$ cat src/rtl/fetch_unit.sv
// LEGv8 instruction-fetch stage: PC register, small {instruction, pc} FIFO and branch redirect.
// Optional feature macro FETCH_HALT_EN: stop fetching once the CBZ XZR,#0 halt word is enqueued.
module fetch_unit #(
  parameter int            N        = 64,
  parameter int            AW       = 6,
  parameter int            DEPTH    = 2,
  parameter logic [N-1:0]  RESET_PC = '0
) (
  input  logic          clk,
  input  logic          reset,
  output logic [AW-1:0] imem_addr,
  input  logic [31:0]   imem_q,
  input  logic          br_taken,
  input  logic [N-1:0]  br_target,
  output logic          inst_valid,
  input  logic          inst_ready,
  output logic [31:0]   inst,
  output logic [N-1:0]  inst_pc,
  output logic          halted
);

  localparam int             PW         = $clog2(DEPTH);
  localparam int             CW         = $clog2(DEPTH + 1);
  localparam logic [CW-1:0]  DEPTH_C    = CW'(DEPTH);
  localparam logic [N-1:0]   PC_STEP    = N'(4);
  localparam logic [N-1:0]   ALIGN_MASK = ~(N'(3));

  logic [N-1:0]  pc_q, pc_d;
  logic [PW-1:0] wr_ptr_q, wr_ptr_d;
  logic [PW-1:0] rd_ptr_q, rd_ptr_d;
  logic [CW-1:0] count_q, count_d;
  logic [31:0]   fifo_inst_q [DEPTH];
  logic [31:0]   fifo_inst_d [DEPTH];
  logic [N-1:0]  fifo_pc_q   [DEPTH];
  logic [N-1:0]  fifo_pc_d   [DEPTH];
  logic          halt_state;
  logic          pop_s;
  logic          push_s;

`ifdef FETCH_HALT_EN
  localparam logic [31:0] HALT_WORD = 32'hb400001f;
  logic halted_q, halted_d;
  assign halt_state = halted_q;
`else
  assign halt_state = 1'b0;
`endif

  assign imem_addr  = pc_q[AW+1:2];
  assign inst_valid = (count_q != {CW{1'b0}});
  assign pop_s      = inst_valid & inst_ready;
  assign push_s     = ~br_taken & ~halt_state & ((count_q < DEPTH_C) | pop_s);
  assign inst       = inst_valid ? fifo_inst_q[rd_ptr_q] : 32'h0;
  assign inst_pc    = inst_valid ? fifo_pc_q[rd_ptr_q] : {N{1'b0}};
  assign halted     = halt_state;

  // Redirect wins over everything: a same-cycle pop is still consumed, but the FIFO is cleared.
  always_comb begin
    pc_d        = pc_q;
    wr_ptr_d    = wr_ptr_q;
    rd_ptr_d    = rd_ptr_q;
    count_d     = count_q;
    fifo_inst_d = fifo_inst_q;
    fifo_pc_d   = fifo_pc_q;
    if (br_taken) begin
      pc_d     = br_target & ALIGN_MASK;
      wr_ptr_d = {PW{1'b0}};
      rd_ptr_d = {PW{1'b0}};
      count_d  = {CW{1'b0}};
    end else begin
      if (pop_s) begin
        rd_ptr_d = rd_ptr_q + PW'(1);
      end else begin
        rd_ptr_d = rd_ptr_q;
      end
      if (push_s) begin
        fifo_inst_d[wr_ptr_q] = imem_q;
        fifo_pc_d[wr_ptr_q]   = pc_q;
        wr_ptr_d              = wr_ptr_q + PW'(1);
        pc_d                  = pc_q + PC_STEP;
      end else begin
        wr_ptr_d = wr_ptr_q;
        pc_d     = pc_q;
      end
      count_d = count_q + CW'(push_s) - CW'(pop_s);
    end
  end

  always_ff @(posedge clk) begin
    if (!reset) begin
      pc_q     <= RESET_PC;
      wr_ptr_q <= {PW{1'b0}};
      rd_ptr_q <= {PW{1'b0}};
      count_q  <= {CW{1'b0}};
      for (int i = 0; i < DEPTH; i++) begin
        fifo_inst_q[i] <= 32'h0;
        fifo_pc_q[i]   <= {N{1'b0}};
      end
    end else begin
      pc_q        <= pc_d;
      wr_ptr_q    <= wr_ptr_d;
      rd_ptr_q    <= rd_ptr_d;
      count_q     <= count_d;
      fifo_inst_q <= fifo_inst_d;
      fifo_pc_q   <= fifo_pc_d;
    end
  end

`ifdef FETCH_HALT_EN
  // The halt word itself is enqueued; only later pushes are blocked.
  always_comb begin
    halted_d = halted_q;
    if (br_taken) begin
      halted_d = 1'b0;
    end else if (push_s && (imem_q == HALT_WORD)) begin
      halted_d = 1'b1;
    end else begin
      halted_d = halted_q;
    end
  end

  always_ff @(posedge clk) begin
    if (!reset) begin
      halted_q <= 1'b0;
    end else begin
      halted_q <= halted_d;
    end
  end
`endif

endmodule
$ cat config.mk
export PLATFORM = sky130hd
export DESIGN_NAME = fetch_unit
export DESIGN_NICKNAME = d
export VERILOG_FILES = /design/src/rtl/fetch_unit.sv
export SDC_FILE = /design/constraint.sdc
export NUM_CORES = 1
export LEC_CHECK = 0
export ABC_AREA = 1
export BUFFER_PORTS_ARGS = -buffer_cell sky130_fd_sc_hd__buf_4
export CAP_MARGIN = 10
export CORE_MARGIN = 2
export CORE_UTILIZATION = 30
export CTS_BUF_LIST = sky130_fd_sc_hd__clkbuf_4 sky130_fd_sc_hd__clkbuf_8
export CTS_CLUSTER_DIAMETER = 150
export DETAILED_ROUTE_END_ITERATION = 6
export PLACE_DENSITY_LB_ADDON = 0.12
export SETUP_SLACK_MARGIN = 0.02
export SYNTH_ARGS = -nofsm -noshare
export SYNTH_HDL_FRONTEND = slang
export SYNTH_SLANG_ARGS = --single-unit
$ cat constraint.sdc
create_clock -name clk -period 3.6 [get_ports clk]
set_input_delay 1.08 -clock clk [delete_from_list [all_inputs] [get_ports clk]]
set_output_delay 1.08 -clock clk [all_outputs]
set_load 0.03 [all_outputs]
# Word level (Yosys, flattened, before mapping)
# Index checks and enable logic that the tools add are counted.
# word_totals
reg_bits	260
out_inout_bits	104
wordCells	46
# classes
mux	16
reduce_logical	5
n_bitwise	7
n_lt_le_gt_ge	4
n_addsub	5
# ops
cell	count
$mux 64	7
$mux 32	5
$bwmux 128	1
$add 64x3->64 const B	1
$bwmux 64	1
$demux 64 s1	1
$demux 32 s1	1
$ge 2x2->1 const B	2
$not 1->2	2
$reduce_bool 2->1	2
$add 1x1->1 const B	2
$add 2x1->2	1
$and 1x1->1	2
$lt 2x1->1 const B	1
$lt 2x2->1 const B	1
$not 1->1	2
$reduce_and 2->1	1
$reduce_or 2->1	1
$sub 2x1->2	1
$logic_and 1x1->1	1
$or 1x1->1	1

# Depth between registers and ports, before layout
# logic_depth
depth_word	6
depth_mapped	12
depth_no_buf	11

# Worst setup path after synthesis
# OpenSTA, ideal clock, no wires.
# synth_timing
path_kind	reg2out
startpoint	register count_q[1]
endpoint	output inst_pc[54]
n_path_buf	2
path_stages_with_launch	7
path_slack_ns	0.676
required_ns	2.520
arrival_time_ns	1.844
cell_sequence	dfxtp_1 -> nor2_1 -> inv_1 -> clkbuf_1 -> clkbuf_1 -> o21ai_0 -> a21oi_1
# synth_between
elab_chain_cells	2
# synth_lines
element	line_no	source
start, declared	31	logic [CW-1:0] count_q, count_d;
start signal, assigned	93	count_q <= {CW{1'b0}};
start signal, assigned	102	count_q <= count_d;
$reduce_bool 2->1	49	assign inst_valid = (count_q != {CW{1'b0}});
via inst_valid	15	output logic inst_valid,
$mux 64	53	assign inst_pc = inst_valid ? fifo_pc_q[rd_ptr_q] : {N{1'b0}};
end, declared	18	output logic [N-1:0] inst_pc,
# The timed path passes the listed nets, and every way through them passes these cells.

# Worst setup path in the final report
# layout_timing
startpoint	register count_q[1]
endpoint	output inst_pc[44]
# layout_between
elab_chain_cells	2
# layout_lines
element	line_no
$reduce_bool 2->1	49
$mux 64	53
# No other way between the ends.

==> impl_metrics.py <==
metrics = {
    "run_status": {
        "outcome": "finished, final reports clean",
    },
    "sta": {
        "setup_tns_ps": 0,
        "post-route-period-util_pct": 94.5,
        "worstMarginPinSlew_ps": 794,
        "final.min_clock_period_ps": 3400,
        "rsz0062_at_grt": "true",
        "final-hold-violation-count": 0,
        "skew_ps": 26.3,
        "fmax_mhz": 294,
        "setup_viol": 0,
        "final_max_slew_viol_count": 0,
        "relSlewSlack_pct": 47.0,
        "whs_ps": 450,
    },
    "clock_tree": {
        "cts.sink_count": 254,
        "cts-root-buf": "clkbuf_8",
        "cts_hold_buffers": 0,
        "cts-buffers-inserted": 50,
        "clk_pin_slew_worst_paths_ps": 60,
        "htree_levels": 2,
        "cts_tree": "built",
        "cts_buffer_depth": 3,
        "post-cts-setup-buffers": 0,
        "clk_latency_ps": 620,
    },
    "synth": {
        "seq_area_frac_synth_pct": 40.6,
        "yosys_warnings": 0,
        "synth.area.top_cells": "dfxtp_1 41%, a21oi_1 13%, nand2_1 9.6%",
        "netlist_area_um2": 12500,
        "synth_seq_cells": 254,
        "yosys.area.top_type": "dfxtp_1",
        "syn_avg_cell_area_um2": 6.84,
        "yosysTopAreaCellShare_pct": 40.6,
        "syn_inst": 1831,
        "ys_types": 39,
    },
    "routing": {
        "firstDrtPassIters": 5,
        "vias_per_cell": 5.03,
        "drt_iter0_drc": 935,
        "ant_nets": 0,
        "totalWireLength_mm": 46.1,
        "wire_per_inst_um": 18.2,
        "drc": 0,
        "via_count": 12800,
    },
    "layout": {
        "num-fill-cells": 4455,
        "regArea_um2": 5090,
        "final_common_cell": "a21oi_1",
        "layout_common_cells": "328 x a21oi_1, 320 x nand2_1, 253 x dfxtp_1, 214 x buf_4, 213 x o21ai_0",
        "nets": 2076,
        "area.growth.synth_to_final_pct": 23.0,
        "drive_gt1_share_pct": 18.2,
        "multiInputGateArea_um2": 6170,
    },
    "flow_run": {
        "maxCapViolations": 0,
    },
    "pwr": {
        "pwr-share-seq_pct": 45.3,
        "p_switching_mw": 1.87,
        "internal_power_mw": 4.87,
        "vdd_drop_max_uv": 195,
        "switching_share_pct": 27.8,
        "power_frac_clock_pct": 43.7,
        "p_per_area_nw_per_um2": 438,
        "cellLeakagePower_nw": 5.81,
        "comb_power_share_pct": 11.1,
    },
    "setup_path": {
        "crit_top_cell": "buf_4",
        "crit_family": "buffers and inverters",
        "slowest_delay_ps": 360,
        "cp.arrival_ps": 2320,
        "crit_chain": "nor2_1, inv_2, buf_4, o21ai_0, a21oi_1, buf_4",
        "endpoint_kind": "output port",
        "path_class": "reg -> out",
        "r2r_cells": 10,
        "timing.rr.start": "pc_q[3]",
        "cp.required_ps": 2520,
        "cp.buffers_inverters": 3,
        "r2r_end": "pc_q[60]",
        "cp-start-kind": "flop",
        "crit_slowest_cell": "dfxtp_1",
        "worst-path-max-fanout": 17,
        "reg2reg_slack_ps": 1300,
    },
    "floorplan": {
        "ios": 204,
        "die_w_um": 208,
        "floorplan.initialDensity_pct": 30.5,
        "std_cell_rows": 74,
        "die_area_um2": 43400,
        "die_h_um": 208,
        "core_area_um2": 41000,
    },
    "global_routing": {
        "grt_pass1_vias": 12300,
        "grt_pass1_wl_mm": 71.8,
        "track_usage_pct": 21.0,
        "overflow": 0,
        "antenna_found_initial": 0,
        "grt_max_degree": 108,
    },
    "place": {
        "dp.final_hpwl_mm": 30.3,
        "portBuffers": 198,
        "gp_congestion": 0.887,
    },
    "worst_hold_path": {
        "holdPathEnd": "fifo_inst_q[28]",
        "hold_depth": 2,
        "min_from": "fifo_inst_q[28]",
        "hold_path_class": "reg -> reg",
    },
}
[Yosys cell counts]
| cell type | number |
|---|---|
| a31oi_1 | 26 |
| or2_2 | 3 |
| a21oi_1 | 328 |
| o221ai_1 | 2 |
| inv_2 | 4 |
| nor3_2 | 1 |
| nand2_4 | 2 |
| nand3_2 | 1 |
| nor2_2 | 16 |
| o21ai_1 | 7 |
| ha_1 | 3 |
| nor2_8 | 2 |
| a21o_1 | 1 |
| nor3b_1 | 1 |
| nor2_1 | 87 |
| buf_1 | 12 |
| clkbuf_1 | 82 |
| o21ai_0 | 213 |
| clkinv_1 | 2 |
| nor3_1 | 5 |
| nor2_4 | 11 |
| o21bai_1 | 2 |
| xor2_1 | 4 |
| o211ai_1 | 1 |
| buf_4 | 11 |
| inv_1 | 179 |
| a311oi_1 | 1 |
| a211oi_1 | 2 |
| xnor2_1 | 7 |
| nand3b_1 | 1 |
| nand3_1 | 157 |
| a21o_2 | 1 |
| nand2_2 | 12 |
| conb_1 | 1 |
| nand4_1 | 12 |
| a22oi_1 | 26 |
| dfxtp_1 | 254 |
| buf_2 | 30 |
| nand2_1 | 321 |
[state kept, by name, indices dropped and copies added (netlist names)]
| name | cells |
|---|---|
| wr_ptr_q | 1 |
| count_q | 2 |
| rd_ptr_q | 1 |
| fifo_pc_q | 124 |
| fifo_inst_q | 64 |
| pc_q | 62 |
[worst max path at each step]
stage,from,slack [ps],endpoint,depth (start not counted)
2_1_floorplan,count_q[1],680,inst_pc[54],6
3_3_place_gp,inst_ready,640,fifo_pc_q[82],10
3_5_place_dp,inst_ready,610,fifo_pc_q[104],10
4_1_cts,count_q[1],120,inst[2],6
5_1_grt,count_q[1],20,inst_pc[44],6
6_report,count_q[1],200,inst_pc[44],6
[stage by stage]
step,total power [mW],util (%),setup WS (ps),cells,area [um2]
floorplan,3.54,-,676,1833,12500
global placement,3.85,35.1,636,2453,14400
detailed placement,3.86,35.1,609,2453,14400
CTS,6.85,37.5,119,2536,15400
global route,7.07,37.5,17.4,2536,15400
finish,6.75,37.5,197,2537,15400
[kinds of logic after synthesis]
family | synth area share [%]
AOI/OAI and AO/OA | 25.4
xor gates and xnor gates | 0.770
buffers and inverters | 10.2
other | 0.0300
DFF | 40.6
and+or+nand+nor | 22.6
adders and majority gates | 0.300
[layer usage]
metal  routed length [um]  vias to the layer above  GRT usage, %
met1                21400                     5930          28.7
met2                21000                      353          33.5
met3                 2410                       88          3.17
li1                     -                     6396             -
met5                    0                        -             0
met4                 1340                        0          7.76
[timing repair]
item | CTS | global route
resized for setup | 0 | 1
hold endpoints to repair | 0 | 0
setup endpoints to repair | 0 | 2
[power by group through the flow]
stage	registers [mW]	logic [mW]	clock network, mW
after floorplan	3.07	0.464	0
after global placement	3.11	0.746	0
after detailed placement	3.11	0.752	0
after CTS	3.05	0.754	3.04
after global routing	3.07	0.827	3.17
final	3.05	0.746	2.95
[cell type report]
type | instances | area share (%)
diodes | 1 | 0.0163
clock buffers | 77 | 6.19
clock inverters | 6 | 0.211
inverters | 185 | 4.54
multi-input cells | 1259 | 40.1
flip-flops and latches | 254 | 33.1
well taps | 532 | 4.32
repair buffers | 223 | 11.6
[worst register-to-register path, stage by stage, from the launching register on]
cell and delay, ps:
dfxtp_1 460, ha_1 290, nand2_2 110, nor2_4 140, nand2_4 100, nor2_2 230, nand2_1 300, nor2_1 270
nand3_1 110, nand3_1 90, a21oi_1 70
(Power assumes the default switching activity.)
